--- config.mk ---
export PLATFORM = sky130hd
export DESIGN_NAME = ide_pio_sequencer_flat
export DESIGN_NICKNAME = d
export VERILOG_FILES = /design/src/rtl/ide_pio_pkg.sv /design/src/rtl/ide_pio_sequencer_if.sv /design/src/rtl/ide_pio_sequencer.sv /design/src/flat_wrapper.sv
export SDC_FILE = /design/constraint.sdc
export NUM_CORES = 1
export LEC_CHECK = 0
export CORE_ASPECT_RATIO = 0.9
export CORE_MARGIN = 8
export CORE_UTILIZATION = 67
export DETAILED_ROUTE_END_ITERATION = 8
export DONT_BUFFER_PORTS = 1
export PLACE_DENSITY = 0.83
export SETUP_SLACK_MARGIN = 0.4
export SLEW_MARGIN = 20
export SYNTH_ARGS = -nofsm -noshare
export SYNTH_HDL_FRONTEND = slang
export SYNTH_SLANG_ARGS = --single-unit
--- constraint.sdc ---
create_clock -name clk -period 3.45 [get_ports clk]
set_clock_uncertainty 0.2 [all_clocks]
set_input_delay 0.69 -clock clk [delete_from_list [all_inputs] [get_ports clk]]
set_output_delay 0.69 -clock clk [all_outputs]
set_load 0.02 [all_outputs]
--- src/rtl/ide_pio_pkg.sv ---
// Shared types and default ATA PIO timing for the IDE PIO sequencer.
// Timing values are counted in clk cycles at 12.5 MHz.
package ide_pio_pkg;

   typedef enum logic [2:0] {
      IDLE,
      WAIT_DATA,
      SETUP,
      STROBE,
      RECOV
   } state_t;

   localparam int T_SETUP_DEF = 1;
   localparam int T_PULSE_DEF = 4;
   localparam int T_RECOV_DEF = 3;

   localparam logic [1:0] CS_IDLE = 2'b11;

   function automatic int max3(input int a, input int b, input int c);
      int m;
      m = (a > b) ? a : b;
      return (m > c) ? m : c;
   endfunction

endpackage

--- src/rtl/ide_pio_sequencer_if.sv ---
// Request and data-stream handshake between the disk controller (master)
// and the PIO sequencer (slave).
interface ide_pio_sequencer_if;

   logic        req;
   logic        write;
   logic [4:0]  addr;
   logic [7:0]  len;
   logic        ack;
   logic        busy;
   logic [15:0] wdata;
   logic        wdata_valid;
   logic        wdata_ready;
   logic [15:0] rdata;
   logic        rdata_valid;
   logic        done;

   modport master (
      output req, write, addr, len, wdata, wdata_valid,
      input  ack, busy, wdata_ready, rdata, rdata_valid, done
   );

   modport slave (
      input  req, write, addr, len, wdata, wdata_valid,
      output ack, busy, wdata_ready, rdata, rdata_valid, done
   );

endinterface

--- src/rtl/ide_pio_sequencer.sv ---
// ATA PIO cycle sequencer: per word, address setup, one dior/diow pulse and
// recovery, all timed by a single phase down-counter.
module ide_pio_sequencer
   import ide_pio_pkg::*;
#(
   parameter int T_SETUP = T_SETUP_DEF,
   parameter int T_PULSE = T_PULSE_DEF,
   parameter int T_RECOV = T_RECOV_DEF
) (
   input  logic                clk,
   input  logic                reset,
   ide_pio_sequencer_if.slave  host,
   input  logic [15:0]         ide_data_in,
   output logic [15:0]         ide_data_out,
   output logic                ide_dior,
   output logic                ide_diow,
   output logic [1:0]          ide_cs,
   output logic [2:0]          ide_da
);

   localparam int TMAX = max3(T_SETUP, T_PULSE, T_RECOV);
   localparam int TW   = (TMAX > 1) ? $clog2(TMAX) : 1;

   if (T_SETUP < 1 || T_PULSE < 1 || T_RECOV < 1) begin : g_bad_timing
      $error("ide_pio_sequencer: T_SETUP, T_PULSE and T_RECOV must all be >= 1");
   end

   state_t          state, state_d;
   logic [TW-1:0]   tmr, tmr_d;
   logic [8:0]      words, words_d;
   logic            write_q, write_d;
   logic [4:0]      addr_q, addr_d;
   logic [15:0]     dout_q, dout_d;
   logic [15:0]     rdata_q, rdata_d;
   logic            rvalid_q, rvalid_d;
   logic            done_q, done_d;
   logic            accept;

   always_comb begin
      // NOTE: every variable gets a default first, so no path can infer a latch.
      state_d  = state;
      tmr_d    = tmr;
      words_d  = words;
      write_d  = write_q;
      addr_d   = addr_q;
      dout_d   = dout_q;
      rdata_d  = rdata_q;
      rvalid_d = 1'b0;
      done_d   = 1'b0;
      accept   = 1'b0;

      unique case (state)
         IDLE: begin
            // The done cycle still counts as busy, so re-accept waits one cycle.
            if (host.req && !done_q && !reset) begin
               accept  = 1'b1;
               write_d = host.write;
               addr_d  = host.addr;
               words_d = (host.len == 8'd0) ? 9'd256 : {1'b0, host.len};
               if (host.write) begin
                  state_d = WAIT_DATA;
               end else begin
                  state_d = SETUP;
                  tmr_d   = TW'(T_SETUP - 1);
               end
            end
         end
         WAIT_DATA: begin
            if (host.wdata_valid) begin
               dout_d  = host.wdata;
               state_d = SETUP;
               tmr_d   = TW'(T_SETUP - 1);
            end
         end
         SETUP: begin
            if (tmr == '0) begin
               state_d = STROBE;
               tmr_d   = TW'(T_PULSE - 1);
            end else begin
               tmr_d = tmr - 1'b1;
            end
         end
         STROBE: begin
            if (tmr == '0) begin
               state_d = RECOV;
               tmr_d   = TW'(T_RECOV - 1);
               if (!write_q) begin
                  rdata_d  = ide_data_in;
                  rvalid_d = 1'b1;
               end
            end else begin
               tmr_d = tmr - 1'b1;
            end
         end
         RECOV: begin
            if (tmr == '0) begin
               words_d = words - 9'd1;
               if (words == 9'd1) begin
                  done_d  = 1'b1;
                  state_d = IDLE;
               end else if (write_q) begin
                  state_d = WAIT_DATA;
               end else begin
                  state_d = SETUP;
                  tmr_d   = TW'(T_SETUP - 1);
               end
            end else begin
               tmr_d = tmr - 1'b1;
            end
         end
         default: state_d = IDLE;
      endcase
   end

   // Pins are registered from the next state: glitch-free strobes that track the state exactly.
   always_ff @(posedge clk) begin
      // NOTE: sequential state uses <= so every flop samples pre-edge values.
      if (reset) begin
         state    <= IDLE;
         tmr      <= '0;
         words    <= '0;
         write_q  <= 1'b0;
         addr_q   <= '0;
         dout_q   <= '0;
         rdata_q  <= '0;
         rvalid_q <= 1'b0;
         done_q   <= 1'b0;
         ide_dior <= 1'b1;
         ide_diow <= 1'b1;
         ide_cs   <= CS_IDLE;
         ide_da   <= '0;
      end else begin
         state    <= state_d;
         tmr      <= tmr_d;
         words    <= words_d;
         write_q  <= write_d;
         addr_q   <= addr_d;
         dout_q   <= dout_d;
         rdata_q  <= rdata_d;
         rvalid_q <= rvalid_d;
         done_q   <= done_d;
         ide_dior <= !(state_d == STROBE && !write_d);
         ide_diow <= !(state_d == STROBE && write_d);
         ide_cs   <= (state_d == IDLE) ? CS_IDLE : addr_d[4:3];
         ide_da   <= (state_d == IDLE) ? 3'd0 : addr_d[2:0];
      end
   end

   assign ide_data_out     = dout_q;
   assign host.ack         = accept;
   assign host.busy        = (state != IDLE) || done_q;
   assign host.wdata_ready = (state == WAIT_DATA);
   assign host.rdata       = rdata_q;
   assign host.rdata_valid = rvalid_q;
   assign host.done        = done_q;

endmodule
--- src/flat_wrapper.sv ---
// flat-port wrapper written by rule: the top's interface ports become plain ports
module ide_pio_sequencer_flat import ide_pio_pkg::*;
#(
   parameter int T_SETUP = T_SETUP_DEF,
   parameter int T_PULSE = T_PULSE_DEF,
   parameter int T_RECOV = T_RECOV_DEF
)
  (clk, reset, ide_data_in, ide_data_out, ide_dior, ide_diow, ide_cs, ide_da, host_req, host_write, host_addr, host_len, host_wdata, host_wdata_valid, host_ack, host_busy, host_wdata_ready, host_rdata, host_rdata_valid, host_done);
  ide_pio_sequencer_if host_i ();
  input  logic clk;
  input  logic reset;
  input  logic [15:0] ide_data_in;
  output logic [15:0] ide_data_out;
  output logic ide_dior;
  output logic ide_diow;
  output logic [1:0] ide_cs;
  output logic [2:0] ide_da;
  input wire logic [$bits(host_i.req)-1:0] host_req;
  input wire logic [$bits(host_i.write)-1:0] host_write;
  input wire logic [$bits(host_i.addr)-1:0] host_addr;
  input wire logic [$bits(host_i.len)-1:0] host_len;
  input wire logic [$bits(host_i.wdata)-1:0] host_wdata;
  input wire logic [$bits(host_i.wdata_valid)-1:0] host_wdata_valid;
  output wire logic [$bits(host_i.ack)-1:0] host_ack;
  output wire logic [$bits(host_i.busy)-1:0] host_busy;
  output wire logic [$bits(host_i.wdata_ready)-1:0] host_wdata_ready;
  output wire logic [$bits(host_i.rdata)-1:0] host_rdata;
  output wire logic [$bits(host_i.rdata_valid)-1:0] host_rdata_valid;
  output wire logic [$bits(host_i.done)-1:0] host_done;
  assign host_i.req = host_req;
  assign host_i.write = host_write;
  assign host_i.addr = host_addr;
  assign host_i.len = host_len;
  assign host_i.wdata = host_wdata;
  assign host_i.wdata_valid = host_wdata_valid;
  assign host_ack = host_i.ack;
  assign host_busy = host_i.busy;
  assign host_wdata_ready = host_i.wdata_ready;
  assign host_rdata = host_i.rdata;
  assign host_rdata_valid = host_i.rdata_valid;
  assign host_done = host_i.done;
  ide_pio_sequencer #(.T_SETUP(T_SETUP), .T_PULSE(T_PULSE), .T_RECOV(T_RECOV)) u_core (.clk(clk), .reset(reset), .host(host_i), .ide_data_in(ide_data_in), .ide_data_out(ide_data_out), .ide_dior(ide_dior), .ide_diow(ide_diow), .ide_cs(ide_cs), .ide_da(ide_da));
endmodule
After elaboration in Yosys (flattened, before gate mapping)
Index checks and enable logic that the tools add are counted.
{"block": "op_classes", "n_bitwise": 4, "muxes": 30, "eq_ne": 12, "addsub": 2, "n_reduce_logical": 24}
{"op": "$mux 9", "count": 3}
{"op": "$mux 2", "count": 10}
{"op": "$mux 3", "count": 6}
{"op": "$pmux 9 s2", "count": 1}
{"op": "$pmux 3 s5", "count": 1}
{"op": "$mux 5", "count": 2}
{"op": "$pmux 2 s5", "count": 1}
{"op": "$eq 3x2->1 const B", "count": 3}
{"op": "$eq 9x1->1 const B", "count": 1}
{"op": "$sub 9x1->9 const B", "count": 1}
{"op": "$logic_not 8->1", "count": 1}
{"op": "$logic_not 3->1", "count": 2}
{"op": "$mux 1", "count": 6}
{"op": "$ne 3x3->1 const B", "count": 2}
{"op": "$reduce_and 3->1", "count": 2}
{"op": "$reduce_and 6->1", "count": 1}
{"op": "$reduce_or 3->1", "count": 2}
{"op": "$logic_not 1->1", "count": 5}
{"op": "$reduce_bool 5->1", "count": 1}
{"op": "$logic_and 1x1->1", "count": 4}
{"op": "$ne 2x1->1 const B", "count": 2}
{"op": "$ne 2x2->1 const B", "count": 2}
{"op": "$not 1->1", "count": 4}
{"op": "$eq 3x1->1 const B", "count": 1}
{"op": "other kinds (8)", "count": 8}
{"block": "word_totals", "ff_bits": 61, "out_inout_bits": 44, "elab_cells": 85, "in_bits": 50}

Longest topological paths before layout
{"block": "logic_depth", "depth_word": 8, "ltp_mapped": 8}

Worst setup path before layout
OpenSTA, ideal clock, no wires.
{"block": "synth_path", "path_type": "input to register", "from": "in host_write", "to": "reg u_core.tmr[0]", "required_time_ns": 3.127, "stages": 4, "setup_ns": 0.123, "path_slack_ns": 1.238, "t_arrival_ns": 1.889, "cell_sequence": "or4b_1 a22o_1 a21o_1 mux2_1"}
{"block": "synth_via", "elab_chain_cells": 2}
{"item": "start: declaration", "line": "flat_wrapper.sv:19", "text": "input wire logic [$bits(host_i.write)-1:0] host_write;"}
{"item": "$ne 2x2->1 (no source line)"}
{"item": "$reduce_and 6->1 (no source line)"}
{"item": "end signal: assignment", "line": "ide_pio_sequencer.sv:134", "text": "tmr <= tmr_d;"}
{"item": "end: declaration", "line": "ide_pio_sequencer.sv:29", "text": "logic [TW-1:0] tmr, tmr_d;"}
Every way passes these cells.
A chain may end at the register's enable or synchronous reset.

Worst setup path after layout
{"block": "layout_path", "from": "reg u_core.state[1]", "to": "out host_ack"}
{"block": "layout_via", "elab_chain_cells": 2}
{"item": "start: declaration", "line": "ide_pio_sequencer.sv:28", "text": "state_t state, state_d;"}
{"item": "start signal: assignment", "line": "ide_pio_sequencer.sv:133", "text": "state <= state_d;"}
{"item": "$logic_not 3->1", "line": "ide_pio_sequencer.sv:52", "text": "unique case (state)"}
{"item": "$mux 1", "line": "ide_pio_sequencer.sv:52"}
{"item": "end: declaration", "line": "flat_wrapper.sv:24", "text": "output wire logic [$bits(host_i.ack)-1:0] host_ack;"}
Every way passes these cells.

==> summary.txt <==
Timing
  – RSZ-0062 raised after global routing: no
  – Final Max Tran Viols: 0
  – Setup_tns: 0 ns
  – Crit share post-route: 79.94%
  – Setup violators final: 0
  – Slew of the pin with the lowest slew margin: between 0.8 and 0.9 ns
  – Crit path time final: 2.758 ns
  – Slew margin rel.: 43.74%
  – Final hold viol count: 0
  – Peak Freq: 362.6 MHz

Route
  – Vias: 2327
  – ANT nets after route: 0
  – Initial DRC Count: 179
  – Initial DRT Pass Iterations: 4
  – DR vias/cell: 6.044
  – DRC: 0
  – DR WL/cell: 17.06 um
  – Final wirelength: between 6000 and 7000 um

Global route
  – Total track usage: ~20%
  – Antenna violations before repair: 0
  – Largest net degree at the start of global routing: between 60 and 70
  – Vias in the first global route: approximately 2200
  – Global route overflow: 0
  – First-pass GRT wire length: 10650 um

Synthesis
  – EDFF count, synth: 0
  – Seq/Total Area, Yosys: 43.73%
  – Number of library cell types mapped by synthesis: 56
  – FFs w/ async S/R, synth: 0%
  – Mux cell area share after synthesis: under 10%
  – #FFs+latches synth: 61
  – Compound-Gate Fraction of Synth Area: 21.33%
  – Top FF cell, synth: dfxtp_1
  – Synthesized instance count: 338
  – Yosys warns: 0
  – Largest family of logic cells by synthesized area: simple AND/OR/NAND/NOR gates
  – Net count after synthesis: 393
  – Post-synthesis adder-cell area fraction: 2.240%
  – Synth Area in Simple Gates: 26.25%
  – Post-synthesis xor/xnor area fraction: 0.3136%
  – Synthesized area per cell: 8.262 um2
  – Post-Syn Area: approximately 0.0028 mm2

Layout
  – Register area: 0.001221 mm2
  – Fillcell total: approximately 320
  – Non-Filler Instances: 385
  – Final #Nets: 387
  – Most common cell after layout, fill and taps aside: nand2_1
  – Area growth, synth to finish: 6.362%
  – ANT cells: 0
  – Commonest non-fill, non-tap cells in the layout: 71 x nand2_1, 61 x dfxtp_1, 44 x a21oi_1
  – Layout cell share with drive strength beyond 1: 8.902%
  – Multi-input logic area: 0.001444 mm2

Power
  – Logic pwr share: ~16%
  – Pwr dens: 578.7 mW/mm2
  – Sw Ratio: 29.58%
  – Static leakage: a little over 1 nW
  – Internal power: 1.210 mW
  – Max rail drop VDD: 0.0004869 V
  – Clock network power share: 35.9%
  – Psw: about 0.5 mW
  – Flop pwr share: between 40% and 50%

Setup path
  – Arrival time worst endpoint: around 1.9 ns
  – CP Data Required Time: around 2.6 ns
  – Worst setup EP type: primary output
  – Crit start category: register
  – CP Launch Point: u_core.state[1]
  – Largest fanout on the critical path: 17
  – Worst R2R Start: u_core.words[0]
  – Critical path class: register to primary output

Placement
  – Inst Count DP: approximately 370
  – Gpl congestion: about 0.85
  – Port bufs: 0
  – DP Wirelength: around 4700 um

Clocking
  – Post-CTS setup buffers: 0
  – Clock tree root buffer cell: clkbuf_8
  – Clk slew on worst S/H paths: approximately 0.07 ns
  – CTS Hold Bufs: 0
  – Clock buffer depth: 2
  – Clock Sinks: 61
  – # resized after CTS: 0
  – Worst-skew pair later-pin latency: 0.33 ns
  – H-tree levels: 3
  – CTS tree: yes
  – Num CTS Buffers: 9

Die
  – Initial Util: 69.02%
  – Die Y: 77.25 um
  – Die area: about 0.0065 mm2
  – DIE WIDTH: 84.06 um
  – Core area: 0.004046 mm2
  – Std-Cell Rows: 22
  – Boundary Pins: 94

Job
  – Max cap viols: 0

Hold path
  – Worst hold path startpoint: reset
  – Worst Hold Class: input pin to register

Run status
  – Status: complete, no violations
flip-flops by register name (all words and copies together) (netlist names):
| name | count |
|---|---|
| u_core.write_q | 1 |
| u_core.state | 3 |
| u_core.ide_da | 3 |
| u_core.tmr | 2 |
| u_core.host.rdata_valid | 1 |
| u_core.words | 9 |
| u_core.ide_dior | 1 |
| u_core.ide_diow | 1 |
| u_core.ide_cs | 2 |
| u_core.host.done | 1 |
| u_core.addr_q | 5 |
| u_core.ide_data_out | 16 |
| u_core.host.rdata | 16 |
cells in the mapped netlist, drive strengths merged, types with 2 or more instances:
library cell	instances	area (um2)
o31ai	2	15.01
o211ai	3	22.52
dfxtp	61	1221
nand2	72	272.8
a21o	5	37.54
a211oi	4	30.03
nor2	21	81.33
nor3	5	25.02
ha	5	62.56
or4b	3	30.03
o21bai	3	22.52
nand2b	4	25.02
a32oi	2	17.52
o21ba	3	36.29
a31oi	6	37.54
or2	4	25.03
clkbuf	9	33.78
nor4	5	46.29
mux2	3	33.78
and3	4	25.02
o21ai	11	55.05
and2	3	18.77
nand4b	2	17.52
a21boi	2	15.01
a22oi	2	15.01
nand4	2	12.51
or3b	2	17.52
nand3	7	35.03
buf	11	63.81
nor2b	2	12.51
inv	8	30.03
nor3b	5	48.80
a21oi	45	229.0
layout make-up:
type | count | share of cell area (%)
clock inverter | 4 | 1.601
multi-input combinational | 249 | 48.61
timing repair buffer | 3 | 0.7582
inverter | 8 | 1.011
tap | 48 | 2.022
clock buffer | 12 | 4.886
sequential | 61 | 41.11
final timing paths:
kind	endpoint	slack, ns	cells after the start
worst min-delay path	u_core.words[3]	0.23	1
worst max-delay path	host_ack	0.69	3
worst min register to register	u_core.host.done	0.28	1
worst max register to register	u_core.tmr[0]	1.21	5
through the flow:
step	utilization, %	power, mW	worst slack [ns]	hold WS [ns]	instance area [um2]
CTS	73.41	1.728	0.6878	0.1999	2970
global placement	68.65	1.103	1.157	0.2715	2778
finish	73.41	1.719	0.6920	0.2308	2970
detailed placement	68.65	1.112	1.075	0.2781	2778
global route	73.41	1.796	0.5684	0.2012	2970
floorplan	-	1.064	1.238	0.2336	2793
cells by family (layout without fill, tap and decap cells):
logic type | count (synthesis) | count (layout)
simple gates | 145 | 145
compound gates | 94 | 94
flops | 61 | 61
buf+inv | 28 | 27
fa+ha+maj | 5 | 5
mux | 4 | 4
xor+xnor | 1 | 1
worst max-delay path, cell delays in order, from the launching register on:
cell and delay (ns):
dfxtp_1 0.50, nor4_4 0.63, nand2_2 0.17, inv_2 0.23
metal layers:
layer | routed length (um) | vias to the layer above | track usage [%]
li1 | - | 1176 | -
met5 | 0 | - | 0
met3 | 618 | 2 | 11.19
met4 | 22 | 0 | 5.862
met2 | 3031 | 85 | 29.53
met1 | 2897 | 1064 | 24.26
power by group through the flow:
stage	Clock (mW)	Combinational, mW	Sequential, mW
4_1_cts	0.628	0.272	0.828
3_5_place_dp	0	0.269	0.843
3_3_place_gp	0	0.263	0.840
6_report	0.617	0.274	0.828
5_1_grt	0.657	0.306	0.833
2_1_floorplan	0	0.243	0.820
(Power assumes the default switching activity.)
